## config.mk

```make
export PLATFORM = sky130hd
export DESIGN_NAME = fetch_sequencer
export DESIGN_NICKNAME = d
export VERILOG_FILES = /design/src/rtl/fetch_pkg.sv /design/src/rtl/fetch_sync_fifo.sv /design/src/rtl/fetch_sequencer.sv
export SDC_FILE = /design/constraint.sdc
export NUM_CORES = 1
export LEC_CHECK = 0
export ABC_AREA = 1
export ABC_CLOCK_PERIOD_IN_PS = 4100
export BUFFER_PORTS_ARGS = -buffer_cell sky130_fd_sc_hd__buf_2
export CAP_MARGIN = 20
export CELL_PAD_IN_SITES_DETAIL_PLACEMENT = 1
export CELL_PAD_IN_SITES_GLOBAL_PLACEMENT = 1
export CORE_MARGIN = 5
export CORE_UTILIZATION = 41
export CTS_BUF_LIST = sky130_fd_sc_hd__clkbuf_16
export DETAILED_ROUTE_END_ITERATION = 16
export GPL_TIMING_DRIVEN = 0
export PLACE_DENSITY = 0.79
export SLEW_MARGIN = 20
export SYNTH_ARGS = -nofsm -noshare
export SYNTH_HDL_FRONTEND = slang
export SYNTH_HIERARCHICAL = 1
export SYNTH_SLANG_ARGS = --single-unit
```

## constraint.sdc

```tcl
create_clock -name clk -period 4.1 [get_ports clk]
set_input_delay 0.205 -clock clk [delete_from_list [all_inputs] [get_ports clk]]
set_output_delay 0.205 -clock clk [all_outputs]
set_load 0.01 [all_outputs]
```

## src/rtl/fetch_pkg.sv

```systemverilog
`default_nettype none
// ============================================================================
//  Module      : fetch_pkg
//  Description : Shared types and constants for the instruction fetch stage.
//  Revision    : 1.0 - initial release
// ============================================================================
package fetch_pkg;

  localparam int INSTR_W = 32;
  localparam int ADDR_W  = 32;

  localparam logic [INSTR_W-1:0] NOP_INSTR        = 32'h0000_0013;
  localparam logic [ADDR_W-1:0]  RESET_PC_DEFAULT = 32'h0000_0000;

  // Fetch control states
  typedef enum logic [1:0] {
    ST_BOOT  = 2'd0,
    ST_RUN   = 2'd1,
    ST_FLUSH = 2'd2
  } fetch_state_e;

  // Width of a counter that must hold values 0..depth inclusive
  function automatic int cnt_width(input int depth);
    return $clog2(depth + 1);
  endfunction

endpackage
`default_nettype wire

```

## src/rtl/fetch_sync_fifo.sv

```systemverilog
`default_nettype none
// ============================================================================
//  Module      : fetch_sync_fifo
//  Description : Small synchronous FIFO with clear, occupancy count and a
//                combinational head (zero when empty).
//  Revision    : 1.0 - initial release
// ============================================================================
module fetch_sync_fifo
  import fetch_pkg::*;
#(
  parameter int WIDTH = 32,
  parameter int DEPTH = 2,
  localparam int CNT_W = $clog2(DEPTH + 1)
) (
  input  logic             clk,
  input  logic             reset,
  input  logic             push,
  input  logic             pop,
  input  logic             clear,
  input  logic [WIDTH-1:0] din,
  output logic [WIDTH-1:0] head,
  output logic [CNT_W-1:0] count
);

  localparam int PTR_W = (DEPTH > 1) ? $clog2(DEPTH) : 1;
  localparam logic [PTR_W-1:0] LAST_PTR = PTR_W'(DEPTH - 1);
  localparam logic [CNT_W-1:0] FULL_CNT = CNT_W'(DEPTH);

  logic [WIDTH-1:0] mem [DEPTH];
  logic [PTR_W-1:0] rd_ptr;
  logic [PTR_W-1:0] wr_ptr;
  logic             empty;
  logic             full;
  logic             do_push;
  logic             do_pop;

  function automatic logic [PTR_W-1:0] ptr_inc(input logic [PTR_W-1:0] p);
    return (p == LAST_PTR) ? '0 : p + 1'b1;
  endfunction

  assign empty   = (count == '0);
  assign full    = (count == FULL_CNT);
  assign do_pop  = pop && !empty;
  // A push into a full FIFO is only legal when the head leaves the same cycle
  assign do_push = push && (!full || do_pop);
  assign head    = empty ? '0 : mem[rd_ptr];

  // Pointer and occupancy bookkeeping; clear empties the FIFO at once
  always_ff @(posedge clk) begin
    if (reset || clear) begin
      rd_ptr <= '0;
      wr_ptr <= '0;
      count  <= '0;
    end else begin
      if (do_push) wr_ptr <= ptr_inc(wr_ptr);
      if (do_pop)  rd_ptr <= ptr_inc(rd_ptr);
      case ({do_push, do_pop})
        2'b10:   count <= count + 1'b1;
        2'b01:   count <= count - 1'b1;
        default: count <= count;
      endcase
    end
  end

  // Storage array; contents need no reset because head is masked when empty
  always_ff @(posedge clk) begin
    if (do_push) mem[wr_ptr] <= din;
  end

endmodule
`default_nettype wire

```

## src/rtl/fetch_sequencer.sv

```systemverilog
`default_nettype none
// ============================================================================
//  Module      : fetch_sequencer
//  Description : Instruction fetch control. Owns the fetch PC, issues word
//                requests to instruction memory, pairs returned words with
//                their PC for decode, and discards old-path responses after
//                a redirect.
//  Revision    : 1.0 - initial release
// ============================================================================
module fetch_sequencer
  import fetch_pkg::*;
#(
  parameter logic [ADDR_W-1:0] RESET_PC        = RESET_PC_DEFAULT,
  parameter int                MAX_OUTSTANDING = 2
) (
  input  logic               clk,
  input  logic               reset,
  input  logic               redirect_valid,
  input  logic [ADDR_W-1:0]  redirect_pc,
  output logic               imem_req_valid,
  input  logic               imem_req_ready,
  output logic [ADDR_W-1:0]  imem_req_addr,
  input  logic               imem_resp_valid,
  input  logic [INSTR_W-1:0] imem_resp_data,
  output logic               out_valid,
  input  logic               out_ready,
  output logic [INSTR_W-1:0] instruction_out,
  output logic [ADDR_W-1:0]  pc_out
);

  localparam int CNT_W = cnt_width(MAX_OUTSTANDING);
  localparam logic [CNT_W-1:0]  MAX_CNT      = CNT_W'(MAX_OUTSTANDING);
  localparam logic [ADDR_W-1:0] WORD_MASK    = ~ADDR_W'(3);
  localparam logic [ADDR_W-1:0] BOOT_PC      = RESET_PC & WORD_MASK;
  localparam logic [ADDR_W-1:0] PC_INCREMENT = ADDR_W'(4);

  fetch_state_e      state;
  fetch_state_e      state_next;
  logic [ADDR_W-1:0] pc;
  logic [ADDR_W-1:0] pc_next;
  logic [CNT_W-1:0]  drop_cnt;
  logic [CNT_W-1:0]  drop_next;
  logic [CNT_W-1:0]  in_flight;
  logic [CNT_W-1:0]  pcq_count;
  logic [CNT_W-1:0]  dq_count;
  logic              req_fire;
  logic              resp_push;
  logic              out_fire;

  // PC queue: address of every issued request, in issue order
  fetch_sync_fifo #(
    .WIDTH (ADDR_W),
    .DEPTH (MAX_OUTSTANDING)
  ) u_pcq (
    .clk   (clk),
    .reset (reset),
    .push  (req_fire),
    .pop   (out_fire),
    .clear (redirect_valid),
    .din   (pc),
    .head  (pc_out),
    .count (pcq_count)
  );

  // Data queue: returned instruction words awaiting decode
  fetch_sync_fifo #(
    .WIDTH (INSTR_W),
    .DEPTH (MAX_OUTSTANDING)
  ) u_dq (
    .clk   (clk),
    .reset (reset),
    .push  (resp_push),
    .pop   (out_fire),
    .clear (redirect_valid),
    .din   (imem_resp_data),
    .head  (instruction_out),
    .count (dq_count)
  );

  assign imem_req_addr = pc;

  // Handshake qualification; a redirect suppresses issue, delivery and capture
  always_comb begin
    imem_req_valid = (state == ST_RUN) && !redirect_valid && (pcq_count < MAX_CNT);
    out_valid      = (dq_count != '0) && !redirect_valid;
    req_fire       = imem_req_valid && imem_req_ready;
    out_fire       = out_valid && out_ready;
    resp_push      = imem_resp_valid && (state == ST_RUN) && !redirect_valid;
  end

  // Next-state, next-PC and drop-count computation
  always_comb begin
    state_next = state;
    pc_next    = pc;
    drop_next  = drop_cnt;
    in_flight  = (pcq_count > dq_count) ? (pcq_count - dq_count) : '0;

    if (redirect_valid) begin
      pc_next = redirect_pc & WORD_MASK;
      case (state)
        ST_RUN: begin
          // A response landing this cycle belongs to the old path as well
          drop_next = (imem_resp_valid && (in_flight != '0)) ? (in_flight - 1'b1) : in_flight;
        end
        ST_FLUSH: begin
          drop_next = (imem_resp_valid && (drop_cnt != '0)) ? (drop_cnt - 1'b1) : drop_cnt;
        end
        default: begin
          drop_next = '0;
        end
      endcase
      state_next = (drop_next != '0) ? ST_FLUSH : ST_RUN;
    end else begin
      if (req_fire) pc_next = pc + PC_INCREMENT;
      case (state)
        ST_BOOT: begin
          state_next = ST_RUN;
        end
        ST_RUN: begin
          state_next = ST_RUN;
        end
        ST_FLUSH: begin
          if (imem_resp_valid && (drop_cnt != '0)) begin
            drop_next = drop_cnt - 1'b1;
            if (drop_cnt == CNT_W'(1)) state_next = ST_RUN;
          end else if (drop_cnt == '0) begin
            state_next = ST_RUN;
          end
        end
        default: begin
          state_next = ST_BOOT;
          drop_next  = '0;
        end
      endcase
    end
  end

  // Control state register
  always_ff @(posedge clk) begin
    if (reset) begin
      state    <= ST_BOOT;
      pc       <= BOOT_PC;
      drop_cnt <= '0;
    end else begin
      state    <= state_next;
      pc       <= pc_next;
      drop_cnt <= drop_next;
    end
  end

  // Memory protocol checks: every captured response needs an outstanding slot
  always_ff @(posedge clk) begin
    if (!reset && resp_push) begin
      assert (pcq_count != dq_count)
        else $error("fetch_sequencer: response with no outstanding request");
      assert (dq_count != MAX_CNT)
        else $error("fetch_sequencer: response into a full data queue");
    end
  end

endmodule
`default_nettype wire

```

# After elaboration in Yosys (flattened, before gate mapping)
# Memory sizes are Yosys's and may differ from the RTL's. A register that Yosys moved wholly into a read port is not among the register bits.
# Index checks and enable logic that the tools add are counted.
[classes]
addsub = 12
n_lt_le_gt_ge = 2
n_eq_ne = 12
mux = 31
reduce_logical = 35
[ops]
columns = ["cell", "n"]
rows = [
  ["$mux 32", 4],
  ["$add 32x3->32 const B", 1],
  ["$mux 2", 10],
  ["$pmux 2 s2", 5],
  ["$reduce_bool 2->1", 7],
  ["$logic_and 1x1->1", 13],
  ["$mux 1", 12],
  ["$eq 2x2->1 const B", 5],
  ["$eq 2x1->1 const B", 4],
  ["$logic_not 2->1", 4],
  ["$ne 4x4->1 const B", 2],
  ["$sub 2x1->2 const B", 4],
  ["$logic_not 1->1", 5],
  ["$add 1x1->1 const B", 4],
  ["$add 2x1->2 const B", 2],
  ["$reduce_or 2->1", 2],
  ["$logic_or 1x1->1", 3],
  ["$gt 2x2->1", 1],
  ["$lt 2x2->1 const B", 1],
  ["$ne 2x1->1 const B", 1],
  ["$reduce_and 2->1", 1],
  ["$sub 2x2->2", 1],
]
[totals]
reg_bits = 44
ram_bits = 128
output_inout_bits = 98
elab_cells = 104
n_memories = 2
[mem_list]
columns = ["memory", "depth", "width", "rd", "rd_clocked_by_memory_dff", "write_ports", "line", "text"]
rows = [
  ["u_dq.mem", 2, 32, 1, 1, 1, "fetch_sync_fifo.sv:29", "logic [WIDTH-1:0] mem [DEPTH];"],
  ["u_pcq.mem", 2, 32, 1, 1, 1, "fetch_sync_fifo.sv:29", ""],
]

# Longest topological paths before layout
[depth]
depth_word = 10
ltp_mapped = 15
ltp_nobuf = 15

# Cells and area by module
# Netlist, hierarchy kept.
[by_module_without_submodules]
columns = ["mod", "n_inst", "cells_each", "area_each_um2", "seq_area_each_um2"]
rows = [
  ["fetch_sync_fifo", 2, 208, 2627.5, 2021.9],
  ["fetch_sequencer", 1, 454, 2748.9, 680.7],
]

# Least setup slack after synthesis
# OpenSTA, ideal clock, no wires.
[synth_timing]
kind = "reg2reg"
from = "register state[1]"
to = "memory u_pcq.mem[1][0], enable pin"
setup_time_ns = 0.423
t_arrival_ns = 2.778
required_ns = 3.677
setup_slack_ns = 0.899
path_stages_with_launch = 10
synth_period_minus_slack_ns = 3.201
cell_sequence = "dfxtp_1 -> inv_1 -> ha_1 -> inv_2 -> nor3_4 -> nand2_4 -> inv_2 -> buf_2 -> o21ai_1 -> nor2_1"
[synth_via]
elab_chain_cells = 7
[synth_lines]
columns = ["element", "line", "text"]
rows = [
  ["from (decl)", "fetch_sequencer.sv:37", "fetch_state_e state;"],
  ["from (signal assigned)", "fetch_sequencer.sv:145", "state <= state_next;"],
  ["$eq 2x1->1", "fetch_sequencer.sv:84", "imem_req_valid = (state == ST_RUN) && !redirect_valid && (pcq_count < MAX_CNT);"],
  ["$logic_and 1x1->1 (2 in a row)", "fetch_sequencer.sv:84", ""],
  ["net imem_req_valid", "fetch_sequencer.sv:20", "output logic imem_req_valid,"],
  ["$logic_and 1x1->1", "fetch_sequencer.sv:86", "req_fire = imem_req_valid && imem_req_ready;"],
  ["net req_fire", "fetch_sequencer.sv:46", "logic req_fire;"],
  ["$logic_and 1x1->1", "fetch_sync_fifo.sv:45", "assign do_push = push && (!full || do_pop);"],
  ["$mux 1", "fetch_sync_fifo.sv:67", "if (do_push) mem[wr_ptr] <= din;"],
  ["$mux 1 (not written as such)", "fetch_sync_fifo.sv:67", ""],
  ["to (decl)", "fetch_sync_fifo.sv:29", ""],
]
# The timed path passes the listed nets, and every way through them passes these cells.

# Final worst setup path
[layout_timing]
from = "register state[1]"
to = "memory u_pcq.mem[1][12], enable pin"
[layout_via]
elab_chain_cells = 7
[layout_lines]
columns = ["element", "line"]
rows = [
  ["$eq 2x1->1", "fetch_sequencer.sv:84"],
  ["$logic_and 1x1->1 (2 in a row)", "fetch_sequencer.sv:84"],
  ["$logic_and 1x1->1", "fetch_sequencer.sv:86"],
  ["net req_fire", "fetch_sequencer.sv:46"],
  ["$logic_and 1x1->1", "fetch_sync_fifo.sv:45"],
  ["$mux 1", "fetch_sync_fifo.sv:67"],
  ["$mux 1 (not written as such)", "fetch_sync_fifo.sv:67"],
]
# The timed path passes the listed nets, and every way through them passes these cells.

==> results.toml <==
[placed_design]
gp_congestion = 0.834
io_buffers = 163
hpwl_mm = 17.6

[drt]
vias = 7055
drtIter0Drc = 355
drc = 0
firstDrtPassIters = 5
routed_wl_mm = 25.6
vias_per_cell = 5.13
antenna_left = 0
wl_per_cell_um = 18.6

[floorplanning]
ios = 168
start_util_pct = 41.4
die_y_um = 150
rows = 51
core-area_um2 = 19300
die_x_um = 150
die_area_um2 = 22400

[sta]
hold_viol = 0
clock_skew_ns = 0.0247
setup_viol = 0
finalCritPeriodShare_pct = 71.1
rsz0062_at_grt = "no"
slew-limit-headroom_pct = 40.7
finalSetupTns_ns = 0
worstMarginPinSlew_ns = 0.887
fin_crit_ns = 2.92
fmax_mhz = 343
slew_violations = 0

[final_layout]
fin_nets = 1175
num-fill-cells = 2274
final_layout_size_suffix_gt1_share_pct = 24.8
syn2layout_area_growth_pct = 28.3

[setup_path]
cpPeakStageDelay_ns = 0.58
crit_top_cell = "inv_2"
cp-end-kind = "register"
timing.rr.start = "state[1]$_SDFFE_PP0P_"
reg2reg_to = "u_pcq/mem[1][12]$_DFFE_PP_"
reg2regPathDepth = 10
worstSetupPathType = "register to register"
crit_arrival_ns = 3.06
rrSetupSlack_ns = 1.18
required_ns = 4.24
crit_chain = "inv_1 > ha_1 > inv_2 > nor3_4 > nand2_4 > inv_2 > buf_2 > o21ai_1 > nor2_4 > buf_16"
slowest_stage = "nor2_4"
cp-start-kind = "register"
path_max_fanout = 17

[pwr]
power_w = 0.00398
p_leak_nw = 4.32
p_per_area_nw_per_um2 = 388
ir_drop_mv = 0.292

[logic_synthesis]
synth-seq-cells = 172
synth.distinct_cells = 39
synthCells = 870
yosysWarnings = 6
synth_area_leaders = "edfxtp_1 (48%), nand2_1 (13%), dfxtp_1 (11%)"
synth_edf_count = 128
synth_top_area_share_pct = 48.0
post-synth-top-area-cell = "edfxtp_1"
synth_area_um2 = 8000
ys_seq_area_share_pct = 59.0
ys_async_sr_fraction_pct = 0
synthFlopType = "edfxtp_1"
syn_area_per_cell_um2 = 9.20

[grt]
grt_max_degree = 26
grt_pass1_wl_mm = 40.4
grt_usage_pct = 23.5
antenna_found_initial = 2
grt_remaining_overflow = 0
grt_pass1_vias = 7554

[hold_path]
worstHoldStart = "redirect_pc[9]"
hold_path_end = "imem_req_addr[9]$_SDFFE_PP0P_"
worstHoldPathType = "input port to register"
hold_depth = 3

[clocking]
htree_num_levels = 4
clock_sinks = 172
cts_buffers = 17
cts_buffer_depth = 2
post_cts_resized = 0
post-cts-setup-buffer-count = 0
cts_root_buffer = "clkbuf_16"
cts_tree = "yes"
clk_latency_ns = 0.45
clk_pin_slew_ns = 0.07

[run_status]
status = "finished, final reports clean"

[job]
max_cap_violations = 0
[metrics by stage]
stage / util, % / instances / worst slack [ns] / hold slack, ns / cell area (µm²)
2_1_floorplan: - / 875 / 0.899 / 0.274 / 8020
3_3_place_gp: 47.4 / 1303 / -0.574 / 0.392 / 9170
3_5_place_dp: 48.1 / 1307 / 0.920 / 0.397 / 9300
4_1_cts: 53.1 / 1372 / 1.17 / 0.0204 / 10300
5_1_grt: 53.1 / 1374 / 0.999 / 0.0270 / 10300
6_report: 53.1 / 1375 / 1.18 / 0.0340 / 10300
[cell type report]
type	instances	area [µm²]	share of cell area [%]
clock buffers	17	425	4.14
diodes	3	7.51	0.0731
well taps	265	332	3.23
clock inverters	15	204	1.99
multi-input cells	601	2870	27.9
plain buffers	36	209	2.03
inverters	66	249	2.42
flip-flops and latches	172	4720	46.0
repair buffers	200	1250	12.2
[sequential cells by signal, summed over array words and instances (netlist names), 2 cells and up, named ones only]
name and flops:
u_pcq/mem 64, u_pcq/count 2, u_dq/count 2, drop_cnt 2, state 2, imem_req_addr 30, u_dq/mem 64
[cells by family (layout without fill, tap and decap cells)]
family          count (synthesis)  after routing  synth area share [%]
simple gates                  430            430                  22.9
flops                         172            172                  59.0
compound gates                151            151                  10.2
buf+inv                       102            334                  5.72
fa+ha+maj                      11             11                  1.81
xor+xnor                        3              3                 0.328
other cells                     1              9                0.0469
[timing repair]
item / 4_1_cts / 5_1_grt
hold buffers: 33 / 0
endpoints found under the hold margin: 65 / 0
setup endpoints to repair: 0 / 0
[layer usage]
layer / vias to the layer above / GRT usage, % / wire length (µm)
li1: 3347 / - / -
met1: 3479 / 27.5 / 10200
met2: 185 / 42.8 / 13500
met3: 44 / 4.94 / 1150
met4: 0 / 7.69 / 681
met5: - / 0 / 0
[critical path: cells and delay by family (launching register included)]
family,cells,cell delay (ns)
compound gates,1,0.26
fa+ha+maj,1,0.26
buf+inv,5,0.86
flops,1,0.33
simple gates,3,0.90
[report_power, final]
group	switching [W]	total [W]	leakage (nW)	internal, W
Combinational	0.000172	0.000290	2.48	0.000118
Sequential	0.0000504	0.00196	1.54	0.00191
Clock	0.000829	0.00173	0.304	0.000897
Total	0.00105	0.00398	4.32	0.00293
[synth_stat cells, drive strengths merged, types with 3 or more instances]
cell	n
dfxtp	44
buf	33
edfxtp	128
nand3	36
nor2	89
o21ai	36
ha	10
nand4	4
nand2	295
a31oi	7
clkbuf	3
o211ai	5
inv	65
a21oi	100
nor3	4
[worst max path at each step]
stage                     slack [ns]                         end  depth (start not counted)                   from
final                           1.18  u_pcq/mem[1][12]$_DFFE_PP_                         10  state[1]$_SDFFE_PP0P_
after global routing             1.0  u_pcq/mem[1][12]$_DFFE_PP_                         10  state[1]$_SDFFE_PP0P_
after CTS                       1.17  u_pcq/mem[1][12]$_DFFE_PP_                         10  state[1]$_SDFFE_PP0P_
after detailed placement        0.92  u_pcq/mem[1][12]$_DFFE_PP_                          7         redirect_valid
after global placement         -0.57  u_pcq/mem[1][12]$_DFFE_PP_                          6         redirect_valid
after floorplan                 0.90   u_pcq/mem[1][0]$_DFFE_PP_                          9  state[1]$_SDFFE_PP0P_
[cells in the final DEF (no fill, tap or decap), types with 2 or more instances in the layout]
master,netlist,routed
clkinv_8,0,3
buf_4,11,11
conb_1,1,6
nand4_1,4,4
dlygate4sd3_1,0,33
inv_2,6,6
buf_16,0,3
ha_1,10,10
nand3_1,35,35
inv_8,0,6
nand2_2,4,4
nor2_2,7,7
buf_2,20,183
clkbuf_1,3,3
o21ai_2,2,2
nand2_4,5,5
a31oi_1,7,7
nor3_1,3,3
dfxtp_1,44,44
nor2_1,75,71
nor2_8,2,2
o211ai_1,5,5
xor2_1,2,2
inv_12,0,2
diode_2,0,3
clkbuf_16,0,17
edfxtp_1,128,128
nand2_1,286,286
nor2_4,5,9
a21oi_2,4,4
inv_1,59,59
a21oi_1,96,96
o21ai_1,6,6
o21ai_0,28,28
inv_6,0,2
Note: power is estimated with default switching activity, not from simulation.
